File: src/rtl/master_port.sv
// master_port: serial-bus master. Takes one parallel read/write request from a
// device, wins the bus from the arbiter, shifts the address (and write data)
// out LSB-first under mvalid, and assembles read data qualified by svalid,
// surviving slave splits and aborting with an error on a response timeout.
//
// Ports
//   clk, rstn                      clock, async active-low reset
//   dreq, dmode, daddr, dwdata     device request (sampled in IDLE only)
//   dready                         port idle, decoded from state
//   ddone, derr, drdata            completion pulse, timeout flag, read word
//   mbreq / mbgrant                arbiter handshake
//   mwdata, mmode, mvalid          serial address/data to the slave
//   mrdata, svalid, sready, ssplit serial read data and slave status
module master_port #(
  parameter int unsigned ADDR_WIDTH = 12,
  parameter int unsigned DATA_WIDTH = 8,
  parameter int unsigned TIMEOUT    = 255
) (
  input  logic                  clk,
  input  logic                  rstn,
  input  logic                  dreq,
  input  logic                  dmode,
  input  logic [ADDR_WIDTH-1:0] daddr,
  input  logic [DATA_WIDTH-1:0] dwdata,
  output logic                  dready,
  output logic                  ddone,
  output logic                  derr,
  output logic [DATA_WIDTH-1:0] drdata,
  output logic                  mbreq,
  input  logic                  mbgrant,
  output logic                  mwdata,
  output logic                  mmode,
  output logic                  mvalid,
  input  logic                  mrdata,
  input  logic                  svalid,
  input  logic                  sready,
  input  logic                  ssplit
);

  localparam int unsigned MAXW = (ADDR_WIDTH > DATA_WIDTH) ? ADDR_WIDTH : DATA_WIDTH;
  localparam int unsigned CW   = (MAXW > 1) ? $clog2(MAXW) : 1;
  localparam int unsigned TW   = (TIMEOUT > 0) ? $clog2(TIMEOUT + 1) : 1;

  typedef enum logic [2:0] {IDLE, REQ, ADDR, WDATA, WRESP, RWAIT, SPLIT} state_t;

  state_t                  state_q, state_d;
  logic [CW-1:0]           cnt_q, cnt_d;
  logic [TW-1:0]           tcnt_q, tcnt_d;
  logic [ADDR_WIDTH-1:0]   addr_q, addr_d;
  logic [DATA_WIDTH-1:0]   wdata_q, wdata_d;
  // Holds the first DATA_WIDTH-1 read bits; the final bit joins on completion.
  logic [DATA_WIDTH-2:0]   rbuf_q, rbuf_d;
  logic                    ddone_d, derr_d, mbreq_d, mwdata_d, mmode_d, mvalid_d;
  logic [DATA_WIDTH-1:0]   drdata_d;

  // Gated with rstn so dready reads 0 while reset is asserted.
  assign dready = rstn && (state_q == IDLE);

  // State and registered outputs
  always_ff @(posedge clk or negedge rstn) begin
    if (!rstn) begin
      state_q <= IDLE;
      cnt_q   <= '0;
      tcnt_q  <= '0;
      addr_q  <= '0;
      wdata_q <= '0;
      rbuf_q  <= '0;
      ddone   <= 1'b0;
      derr    <= 1'b0;
      drdata  <= '0;
      mbreq   <= 1'b0;
      mwdata  <= 1'b0;
      mmode   <= 1'b0;
      mvalid  <= 1'b0;
    end else begin
      state_q <= state_d;
      cnt_q   <= cnt_d;
      tcnt_q  <= tcnt_d;
      addr_q  <= addr_d;
      wdata_q <= wdata_d;
      rbuf_q  <= rbuf_d;
      ddone   <= ddone_d;
      derr    <= derr_d;
      drdata  <= drdata_d;
      mbreq   <= mbreq_d;
      mwdata  <= mwdata_d;
      mmode   <= mmode_d;
      mvalid  <= mvalid_d;
    end
  end

  // Next-state and next-output logic
  always_comb begin
    state_d  = state_q;
    cnt_d    = cnt_q;
    tcnt_d   = tcnt_q;
    addr_d   = addr_q;
    wdata_d  = wdata_q;
    rbuf_d   = rbuf_q;
    ddone_d  = 1'b0;
    derr_d   = 1'b0;
    drdata_d = drdata;
    mbreq_d  = mbreq;
    mwdata_d = 1'b0;
    mmode_d  = mmode;
    mvalid_d = 1'b0;

    unique case (state_q)
      IDLE: begin
        if (dreq) begin
          addr_d  = daddr;
          wdata_d = dwdata;
          mmode_d = dmode;
          mbreq_d = 1'b1;
          cnt_d   = '0;
          state_d = REQ;
        end
      end

      // Bit 0 is presented on the edge that enters ADDR.
      REQ: begin
        if (mbgrant && sready) begin
          mvalid_d = 1'b1;
          mwdata_d = addr_q[0];
          addr_d   = ADDR_WIDTH'(addr_q >> 1);
          cnt_d    = '0;
          state_d  = ADDR;
        end
      end

      // cnt_q is the index of the bit currently on mwdata.
      ADDR: begin
        if (cnt_q == CW'(ADDR_WIDTH - 1)) begin
          cnt_d = '0;
          if (mmode) begin
            mvalid_d = 1'b1;
            mwdata_d = wdata_q[0];
            wdata_d  = DATA_WIDTH'(wdata_q >> 1);
            state_d  = WDATA;
          end else begin
            tcnt_d  = '0;
            state_d = RWAIT;
          end
        end else begin
          mvalid_d = 1'b1;
          mwdata_d = addr_q[0];
          addr_d   = ADDR_WIDTH'(addr_q >> 1);
          cnt_d    = cnt_q + CW'(1);
        end
      end

      WDATA: begin
        if (cnt_q == CW'(DATA_WIDTH - 1)) begin
          cnt_d   = '0;
          state_d = WRESP;
        end else begin
          mvalid_d = 1'b1;
          mwdata_d = wdata_q[0];
          wdata_d  = DATA_WIDTH'(wdata_q >> 1);
          cnt_d    = cnt_q + CW'(1);
        end
      end

      // The slave still shows its stale sready on the first cycle; skip it.
      WRESP: begin
        if (cnt_q == '0) begin
          cnt_d = CW'(1);
        end else if (sready) begin
          ddone_d = 1'b1;
          mbreq_d = 1'b0;
          state_d = IDLE;
        end
      end

      // Capture is identical before and after a split; svalid beats ssplit.
      RWAIT, SPLIT: begin
        if (svalid) begin
          tcnt_d = '0;
          rbuf_d = {mrdata, rbuf_q[DATA_WIDTH-2:1]};
          if (cnt_q == CW'(DATA_WIDTH - 1)) begin
            drdata_d = {mrdata, rbuf_q};
            ddone_d  = 1'b1;
            mbreq_d  = 1'b0;
            state_d  = IDLE;
          end else begin
            cnt_d = cnt_q + CW'(1);
          end
        end else if (tcnt_q == TW'(TIMEOUT - 1)) begin
          tcnt_d  = TW'(TIMEOUT);
          ddone_d = 1'b1;
          derr_d  = 1'b1;
          mbreq_d = 1'b0;
          state_d = IDLE;
        end else begin
          tcnt_d = tcnt_q + TW'(1);
          if (state_q == RWAIT && ssplit) begin
            mbreq_d = 1'b0;
            state_d = SPLIT;
          end
        end
      end

      default: state_d = IDLE;
    endcase
  end

endmodule

File: config.mk
export PLATFORM = sky130hd
export DESIGN_NAME = master_port
export DESIGN_NICKNAME = d
export VERILOG_FILES = /design/src/rtl/master_port.sv
export SDC_FILE = /design/constraint.sdc
export NUM_CORES = 1
export LEC_CHECK = 0
export CAP_MARGIN = 10
export CORE_MARGIN = 3
export CORE_UTILIZATION = 54
export CTS_CLUSTER_SIZE = 24
export DETAILED_ROUTE_END_ITERATION = 8
export PLACE_DENSITY = 0.79
export SLEW_MARGIN = 15
export SYNTH_ARGS = -nofsm -noshare
export SYNTH_HDL_FRONTEND = slang
export SYNTH_SLANG_ARGS = --single-unit
File: constraint.sdc
create_clock -name clk -period 2.9 [get_ports clk]
set_clock_uncertainty 0.1 [all_clocks]
set_input_delay 0.58 -clock clk [delete_from_list [all_inputs] [get_ports clk]]
set_output_delay 0.58 -clock clk [all_outputs]
set_load 0.01 [all_outputs]
---- After elaboration in Yosys (flattened, before gate mapping) ----
Index checks and enable logic that the tools add are counted.
word-level totals
  register bits after elaboration ......... 56
  latch bits .............................. 0
  memory bits (writable) .................. 0
  bits in read-only memories .............. 0
  input port bits ......................... 29
  output and inout port bits .............. 15
  memories ................................ 0
cells by class
  add/sub/neg operators ................... 2
  multipliers ............................. 0
  div/mod/pow operators ................... 0
  magnitude comparators ................... 0
  equal/unequal tests ..................... 24
  shifts and indexed selects .............. 0
  mux-type cells .......................... 60
  bitwise gates (word level) .............. 0
  reductions and logical operators ........ 20
operator list
  kind                                                              number
  8-bit two-way mux                                                 8
  12-bit two-way mux                                                3
  12-bit one-hot mux with 3 select lines                            1
  3-bit two-way mux                                                 11
  4-bit two-way mux                                                 7
  2-bit != test (second input constant)                             13
  4-bit one-hot mux with 6 select lines                             1
  8-bit one-hot mux with 3 select lines                             1
  1-bit two-way mux                                                 22
  3-bit one-hot mux with 6 select lines                             1
  8-bit one-hot mux with 2 select lines                             1
  6-bit AND reduction                                               2
  3-bit == test (second input constant)                             3
  1-bit one-hot mux with 3 select lines                             3
  3-bit nonzero test                                                3
  8-bit by 1-bit adder with 8-bit output (second input constant)    1
  8-bit == test (second input constant)                             1
  8-bit AND reduction                                               1
  3-bit by 2-bit == test with 1-bit output (second input constant)  2
  3-bit AND reduction                                               2
  6-bit nonzero test                                                1
  5-bit AND reduction                                               1
  4-bit by 1-bit adder with 4-bit output (second input constant)    1
  4-bit by 3-bit == test with 1-bit output (second input constant)  1
  other kinds (12)                                                  15

---- Logic depth before layout (Yosys ltp) ----
Gate-level depths: netlist (run 1).
  word-level depth ........................ 6
  gate-level depth with buffers ........... 8

---- Worst setup path before layout (run 1) ----
OpenSTA, ideal clock, no wires.
  path kind ............................... register to register
  from .................................... register tcnt_q[0] (netlist name)
  to ...................................... register mmode
  data arrival time ....................... 1955 ps
  required time ........................... 2672 ps
  setup slack ............................. 718 ps
  stages on the path, launching flop included .. 9
  buffers on the path ..................... 1
  cells stage by stage .................... dfrtp_1 > inv_1 > ha_1 > nand2_1 > or3_1 > buf_2 > a311o_4 > nor3_4 > mux2_1
RTL lines
  item                  RTL line  RTL
  to (signal assigned)  87        mmode <= mmode_d;
  to (decl)             32        output logic mmode,

---- Worst setup path after layout (run 1) ----
  from .................................... register state_q[0]
  to ...................................... output dready
on the way
  longest elaborated chain between the ends .. 2
RTL lines
  item                    RTL line  RTL
  from (decl)             46        state_t state_q, state_d;
  from (signal assigned)  76        state_q <= state_d;
  3-bit logical NOT       57        assign dready = rstn && (state_q == IDLE);
  1-bit logical AND       57
  to (decl)               25        output logic dready,
Every way passes these cells.

==> results of run 1 <==
## cells in the mapped netlist, types with 2 or more instances
cell type / count / area [µm²]
a31oi_1: 9 / 56.3
nand2b_1: 2 / 12.5
and3_1: 3 / 18.8
buf_2: 9 / 45.0
o21bai_1: 2 / 15.0
nor2_1: 26 / 97.6
o21ai_1: 5 / 25.0
a22oi_1: 2 / 15.0
mux2i_1: 11 / 110
a22o_1: 4 / 35.0
or2_2: 2 / 12.5
mux2_2: 7 / 78.8
nand2_1: 27 / 101
mux2_1: 12 / 135
clkbuf_1: 7 / 26.3
nor2b_1: 6 / 37.5
nand3_1: 12 / 60.1
dfrtp_1: 56 / 1400
nor3_1: 3 / 15.0
a21o_1: 4 / 30.0
and3b_1: 2 / 17.5
or3_1: 2 / 12.5
a21oi_1: 25 / 125
ha_1: 4 / 50.1
nand3b_1: 5 / 37.5
a211oi_1: 2 / 15.0
o21ai_0: 13 / 65.1
inv_1: 8 / 30.0
## worst max-delay path, cell delays in order, from the launching register on
cell and delay (ns):
dfrtp_1 0.38, or2_2 0.37, nor3b_1 0.25, clkdlybuf4s50_1 0.57
## power by group through the flow
stage                     Clock, µW  Combinational (µW)  Sequential, µW
final                           436                1600            1230
after global routing            470                1790            1270
after CTS                       446                1600            1230
after detailed placement          0                1590            1250
after global placement            0                1540            1240
after floorplan                   0                1210            1200
## layout make-up
cell class | instances | area [µm²] | share of cell area
tap | 70 | 87.6 | 0.0248
inverter | 8 | 30.0 | 0.00852
timing repair buffer | 54 | 508 | 0.144
clock buffer | 5 | 68.8 | 0.0195
sequential | 56 | 1400 | 0.398
clock inverter | 3 | 21.3 | 0.00603
multi-input combinational | 213 | 1410 | 0.399
## flip-flops by register name, summed over array words and instances (netlist names)
register / count
state_q: 3
mbreq: 1
derr: 1
tcnt_q: 8
rbuf_q: 7
drdata: 8
addr_q: 12
ddone: 1
cnt_q: 4
mwdata: 1
mvalid: 1
wdata_q: 8
mmode: 1
## path summary, 6_finish.rpt
check,startpoint,depth (start not counted),end
worst min register to register,drdata[2]$_DFFE_PN0P_,1,drdata[2]$_DFFE_PN0P_
max in group asynchronous,rstn,2,tcnt_q[4]$_DFFE_PN0P_
worst min-delay path,rstn,2,rbuf_q[2]$_DFFE_PN0P_
worst max register to register,tcnt_q[0]$_DFFE_PN0P_,7,mmode$_DFFE_PN0P_
min in group clk,drdata[2]$_DFFE_PN0P_,1,drdata[2]$_DFFE_PN0P_
worst max-delay path,state_q[0]$_DFFE_PN0P_,3,dready
## cells in the final DEF (no fill, tap or decap), types with 5 or more instances in the layout
cell type	n
nor2_1	26
nand3b_1	5
nand3_1	12
o21ai_0	13
mux2_1	12
o21ai_1	5
inv_1	8
dfrtp_1	56
a21oi_1	25
mux2_2	7
a31oi_1	9
mux2i_1	11
buf_4	11
nor2b_1	6
nand2_1	27
clkdlybuf4s50_1	42
clkbuf_8	5
## cells by family (layout without fill, tap and decap cells)
| family | count (synthesis) | count (layout) | share of synthesized area |
|---|---|---|---|
| AND/OR/NAND/NOR | 98 | 98 | 0.170 |
| multiplexers | 30 | 30 | 0.111 |
| flip-flops | 56 | 56 | 0.481 |
| adder cells (fa/ha/maj) | 4 | 4 | 0.0172 |
| XOR/XNOR | 1 | 1 | 0.00301 |
| AO/OA/AOI/OAI | 80 | 80 | 0.180 |
| buffers and inverters | 25 | 70 | 0.0374 |
## stage by stage
stage	cells	setup slack (ns)	area, µm²
4_1_cts	409	0.305	3520
6_report	409	0.344	3520
3_3_place_gp	401	0.443	3430
5_1_grt	409	0.252	3520
2_1_floorplan	294	0.718	2910
3_5_place_dp	401	0.432	3430
## per-layer routing
metal | up-vias | GRT usage | part of all wire
met5 | - | 0 | 0
met2 | 74 | 0.341 | 0.48
met4 | 0 | 0.0739 | 0.018
li1 | 1136 | - | -
met1 | 1137 | 0.274 | 0.45
met3 | 11 | 0.0440 | 0.052
==> metrics.md, run 1 <==
| Metric | Value |
|---|---|
| Run status | complete, no violations |
| WP data arrival | between 1.5 and 2 ns |
| DRT antenna net count | 0 |
| FFs w/ async S/R, synth | 1.00 |
| Fin Hold WS | ~0.34 ns |
| Reg2reg setup slack | approximately 0.52 ns |
| H-tree Lvls | 2 |
| Area grow syn2layout | 21.0% |
| Nets | 371 |
| Setup CP Type | reg -> out |
| Num CTS Buffers | 5 |
| Clock Path Buffers | 2 |
| Drt pass-1 iters | 4 |
| Max_slew headroom | 0.495 |
| Data required, critical path | roughly 2.2 ns |
| Worst Setup End Kind | output pin |
| Clock Power Share | 0.133 |
| Worst-margin pin slew | roughly 0.76 ns |
| Avg WL per Cell | between 10 and 15 µm |
| # IOs | 44 |
| Gp weighted congestion | 0.790 |
| Die height | 79.4 µm |
| Power per cell area | slightly above 900 nW/µm² |
| Core area | 5170 µm² |
| Overall Global Routing Usage | 0.208 |
| Fmax | about 400 MHz |
| Synth Flop Type | dfrtp_1 |
| Setup TNS | 0 ns |
| Final Power | between 3000 and 4000 µW |
| Synthesized area | between 2000 and 3000 µm² |
| Post-synthesis cell type count | 52 |
| Fill cells | just over 400 |
| Lkg Pwr | approximately 0.0015 µW |
| Slew Viols, Final | 0 |
| Detailed-route via count | roughly 2,400 |
| Initial antenna violation count | 0 |
| Sequential share of power | 0.378 |
| Fraction of layout cells with a size suffix above 1 | 0.109 |
| Skew-Pair Late Insertion Delay | about 0.31 ns |
| Switching Share | 0.409 |
| Fin crit period | around 2.6 ns |
| Max-Cap Viols | 0 |
| Reg clk slew, reported paths | about 0.10 ns |
| Register area share after synthesis | 0.481 |
| Post-CTS Resized | 0 |
| Int Pwr | between 1500 and 2000 µW |
| Root Driver | clkbuf_8 |
| Clk sinks | 56 |
| GR Overflow Total | 0 |
| Switching power | between 1000 and 1500 µW |
| Synth Register Bits | between 50 and 60 |
| Final core occ | 0.681 |
| TritonCTS clock tree | built |
| Initial core utilization | 0.563 |
| Worst Setup Start Kind | flip-flop |
| 1st-iter DRT viols | ~150 |
| HPWL Detailed | ~4.1 mm |
| Vias in the first global route | 2,277 |
| Hold-fix buffer count after cts | 0 |
| Global-route wire length before repair | just over 10 mm |
| Maximum number of pins on one net before global-route repair | 57 |
| Diodes inserted | 0 |
| Critical path peak fanout | 5 |
| Syn_nets | between 300 and 400 |
| Post-synth EDFFs | 0 |
| Final hold violations | 0 |
| VDD IR max | between 0.5 and 0.6 mV |
| WL final | 6.07 mm |
| Final Cycle Share | 0.881 |
| Die area | between 6000 and 7000 µm² |
| RSZ-0062 raised after global routing | no |
| Combinational Power Share | 0.489 |
| Hold Crit Class | in -> async |
| Vias/cell | roughly 5.8 |
| Row count | 26 |
| Residual DRC | 0 |
| IO Port Bufs | 43 |
| Final setup fails | 0 |
| Syn_area_per_cell | just under 10 µm² |
| Gate Count Post-Synth | a little under 300 |
| Die Span X | ~79 µm |
| YS warnings | 0 |
| Postcts setup bufs | 0 |
Power figures use the tool's default switching activity.
==> inputs of run 2 (changes only) <==
Settings changed: ABC_AREA from default to 1, CORE_UTILIZATION 54 to 55.
==> metrics.md, run 2 <==
| Metric | Value |
|---|---|
| Diodes inserted | 0 (unchanged) |
| Setup TNS | 0 ns (unchanged) |
| Register with the most flip-flops | addr_q |
| Combinational Power Share | 0.508 (+0.019) |
| Initial antenna violation count | 0 (unchanged) |
| Fin Hold WS | 0.313 ns (-0.0298 ns) |
| Vias in the first global route | 2,502 (+9.9%) |
| Clock Power Share | 0.127 (-0.006) |
| Fmax | 384 MHz (-1.7%) |
| Overall Global Routing Usage | 0.198 (-0.0107) |
| Int Pwr | 1920 µW (-0.65%) |
| WP data arrival | 1.92 ns (+0.04 ns) |
| Critical-path cell list | nor2_4, and3_1, clkdlybuf4s50_1 |
| Max reg flops | 12 (unchanged) |
| Synth top area share | 0.428 (-0.0526) |
| Fin crit period | 2.60 ns (+0.0451 ns) |
| Die Span X | 83.1 µm (+4.6%) |
| Register area share after synthesis | 0.428 (-0.0526) |
| Final hold violations | 0 (unchanged) |
| Worst-margin pin slew | 0.700 ns (-0.0584 ns) |
| Final core occ | 0.673 (-0.00877) |
| Fraction of layout cells with a size suffix above 1 | 0.163 (+0.0538) |
| Area grow syn2layout | 16.0% |
| Clock Path Buffers | 2 (unchanged) |
| Core area | 5640 µm² (+9.1%) |
| TritonCTS clock tree | built |
| Lkg Pwr | 0.00187 µW (+22%) |
| IO Port Bufs | 43 (unchanged) |
| Maximum number of pins on one net before global-route repair | 57 (unchanged) |
| Postcts setup bufs | 0 (unchanged) |
| Gate Count Post-Synth | 406 (+38%) |
| Finished layout cell area | 3790 µm² (+7.7%) |
| Slowest CP cell | dfrtp_1 |
| Nets | 480 (+29%) |
| Gp weighted congestion | 0.827 (+4.6%) |
| Multi-input gate area | 1550 µm² (+10%) |
| Most frequent cell after synthesis | nand2_1 |
| Critical path's largest stage delay | 0.63 ns (+0.06 ns) |
| Worst Setup End Kind | output pin |
| Switching power | 1640 µW (+23%) |
| Worst Setup Start Kind | flip-flop |
| Fill cells | 472 (+15%) |
| Run status | complete, no violations |
| WL final | 6.36 mm (+4.8%) |
| FFs w/ async S/R, synth | 1.00 (unchanged) |
| Die height | 83.1 µm (+4.6%) |
| Power per cell area | 938 nW/µm² (+1.2%) |
| Buf/Inv on CP | 1 (unchanged) |
| Final setup fails | 0 (unchanged) |
| Commonest cells post-synth | nand2_1, dfrtp_1, inv_1 |
| Synth Register Bits | 56 (unchanged) |
| Residual DRC | 0 (unchanged) |
| Synthesized area | 3270 µm² (+12%) |
| Syn_nets | 439 (+34%) |
| Crit path max-delay family | flip-flops |
| Row count | 27 (+3.8%) |
| Initial core utilization | 0.580 (+0.0166) |
| Skew-Pair Late Insertion Delay | 0.32 ns (about the same) |
| Num CTS Buffers | 5 (unchanged) |
| HPWL Detailed | 4.74 mm (+14%) |
| Switching Share | 0.461 (+0.0523) |
| Global-route wire length before repair | 11.3 mm (+9.6%) |
| YS warnings | 0 (unchanged) |
| Avg WL per Cell | 12.2 µm (-18%) |
| DRT antenna net count | 0 (unchanged) |
| # IOs | 44 (unchanged) |
| Slew Viols, Final | 0 (unchanged) |
| Hold Crit Class | in -> async |
| Max-Cap Viols | 0 (unchanged) |
| Synth top area cells | dfrtp_1, nand2_1, inv_1 |
| Reg clk slew, reported paths | 0.10 ns (about the same) |
| Commonest non-fill, non-tap cell in the layout | nand2_1 |
| Post-synth EDFFs | 0 (unchanged) |
| Synth Flop Type | dfrtp_1 |
| Setup CP Type | reg -> out |
| H-tree Lvls | 2 (unchanged) |
| Root Driver | clkbuf_8 |
| Critical path peak fanout | 9 (+4) |
| Vias/cell | 5.03 (-13%) |
| VDD IR max | 0.455 mV (-14%) |
| Seq. cell area | 1400 µm² (unchanged) |
| Final Cycle Share | 0.897 (+0.0155) |
| 1st-iter DRT viols | 119 (-20%) |
| Max_slew headroom | 0.534 (+0.0390) |
| Hold-fix buffer count after cts | 0 (unchanged) |
| Syn_area_per_cell | 8.06 µm² (-19%) |
| GR Overflow Total | 0 (unchanged) |
| Data required, critical path | 2.22 ns (about the same) |
| Final Power | 3560 µW (+9.0%) |
| Drt pass-1 iters | 4 (unchanged) |
| DP Area | 3700 µm² (+7.8%) |
| Clk sinks | 56 (unchanged) |
| RSZ-0062 raised after global routing | no |
| Commonest cells after routing, fill and taps aside | nand2_1, dfrtp_1, inv_1, clkdlybuf4s50_1 |
| Die area | 6910 µm² (+9.5%) |
| Cell taking the most area after synthesis | dfrtp_1 |
| Post-CTS Resized | 0 (unchanged) |
| Post-synthesis cell type count | 33 (-37%) |
| Sequential share of power | 0.365 (-0.013) |
| Detailed-route via count | 2,617 (+11%) |
## run 2: changes by cell type after synthesis, sizes merged, moves of 6 or more
cell,previous run,this run
a31oi,10,0
nand2,27,141
inv,8,53
nand3,13,29
o21ai,18,66
a21oi,25,5
clkbuf,7,0
mux2,19,0
nor2b,6,0
mux2i,11,0
## run 2: per-layer routing
layer	wire length, µm	GRT usage	part of all wire	vias to the layer above
li1	-	-	-	1370
met1	2890	0.250	0.45	1200
met2	3200	0.337	0.50	43
met3	203	0.0446	0.032	4
met4	70	0.0609	0.011	0
met5	0	0	0	-
## run 2: power groups by stage
stage          clock [µW]  sequential [µW]  combinational (µW)
2_1_floorplan           0             1250                1580
5_1_grt               499             1350                2050
3_5_place_dp            0             1310                1810
6_report              450             1300                1810
3_3_place_gp            0             1300                1760
4_1_cts               465             1300                1820
## run 2: cells by family after synthesis
group,after synthesis,share of synthesized area
adders and majority gates,4,0.0153
buffers and inverters,66,0.0968
and+or+nand+nor,205,0.319
DFF,56,0.428
AOI/OAI and AO/OA,74,0.138
xor gates and xnor gates,1,0.00268
## run 2: final cells by class
type                            count  share of cell area
Multi-Input combinational cell    284               0.409
Clock buffer                        5              0.0181
Sequential cell                    56               0.369
Inverter                           54              0.0551
Clock inverter                      3             0.00659
Tap cell                           72              0.0237
Timing Repair Buffer               46               0.118
## run 2: path summary, 6_finish.rpt
path | from | endpoint | slack (ns) | cells past startpoint
setup / recovery | state_q[1]$_DFFE_PN0P_ | dready | 0.30 | 3
setup reg to reg | state_q[1]$_DFFE_PN0P_ | state_q[1]$_DFFE_PN0P_ | 0.97 | 9
hold / removal | rstn | addr_q[5]$_DFFE_PN0P_ | 0.31 | 2
min in group clk | drdata[7]$_DFFE_PN0P_ | drdata[7]$_DFFE_PN0P_ | 0.39 | 2
hold reg to reg | drdata[7]$_DFFE_PN0P_ | drdata[7]$_DFFE_PN0P_ | 0.39 | 2
max in group asynchronous | rstn | tcnt_q[5]$_DFFE_PN0P_ | 1.93 | 2
## run 2: worst register-to-register path: stages, from the launching register on
cell	delay (ns)
dfrtp_1	0.79
nand2_8	0.13
nand2_2	0.11
nor2_4	0.06
nand2_4	0.11
clkinv_2	0.14
nand2_1	0.15
nand3_2	0.11
nand2_1	0.07
nand2_1	0.06
## run 2: through the flow
| stage | instances | worst slack, ns |
|---|---|---|
| after floorplan | 406 | 1.34 |
| after global placement | 512 | 0.705 |
| after detailed placement | 512 | 0.647 |
| after CTS | 520 | 0.288 |
| after global routing | 520 | 0.229 |
| final | 520 | 0.299 |
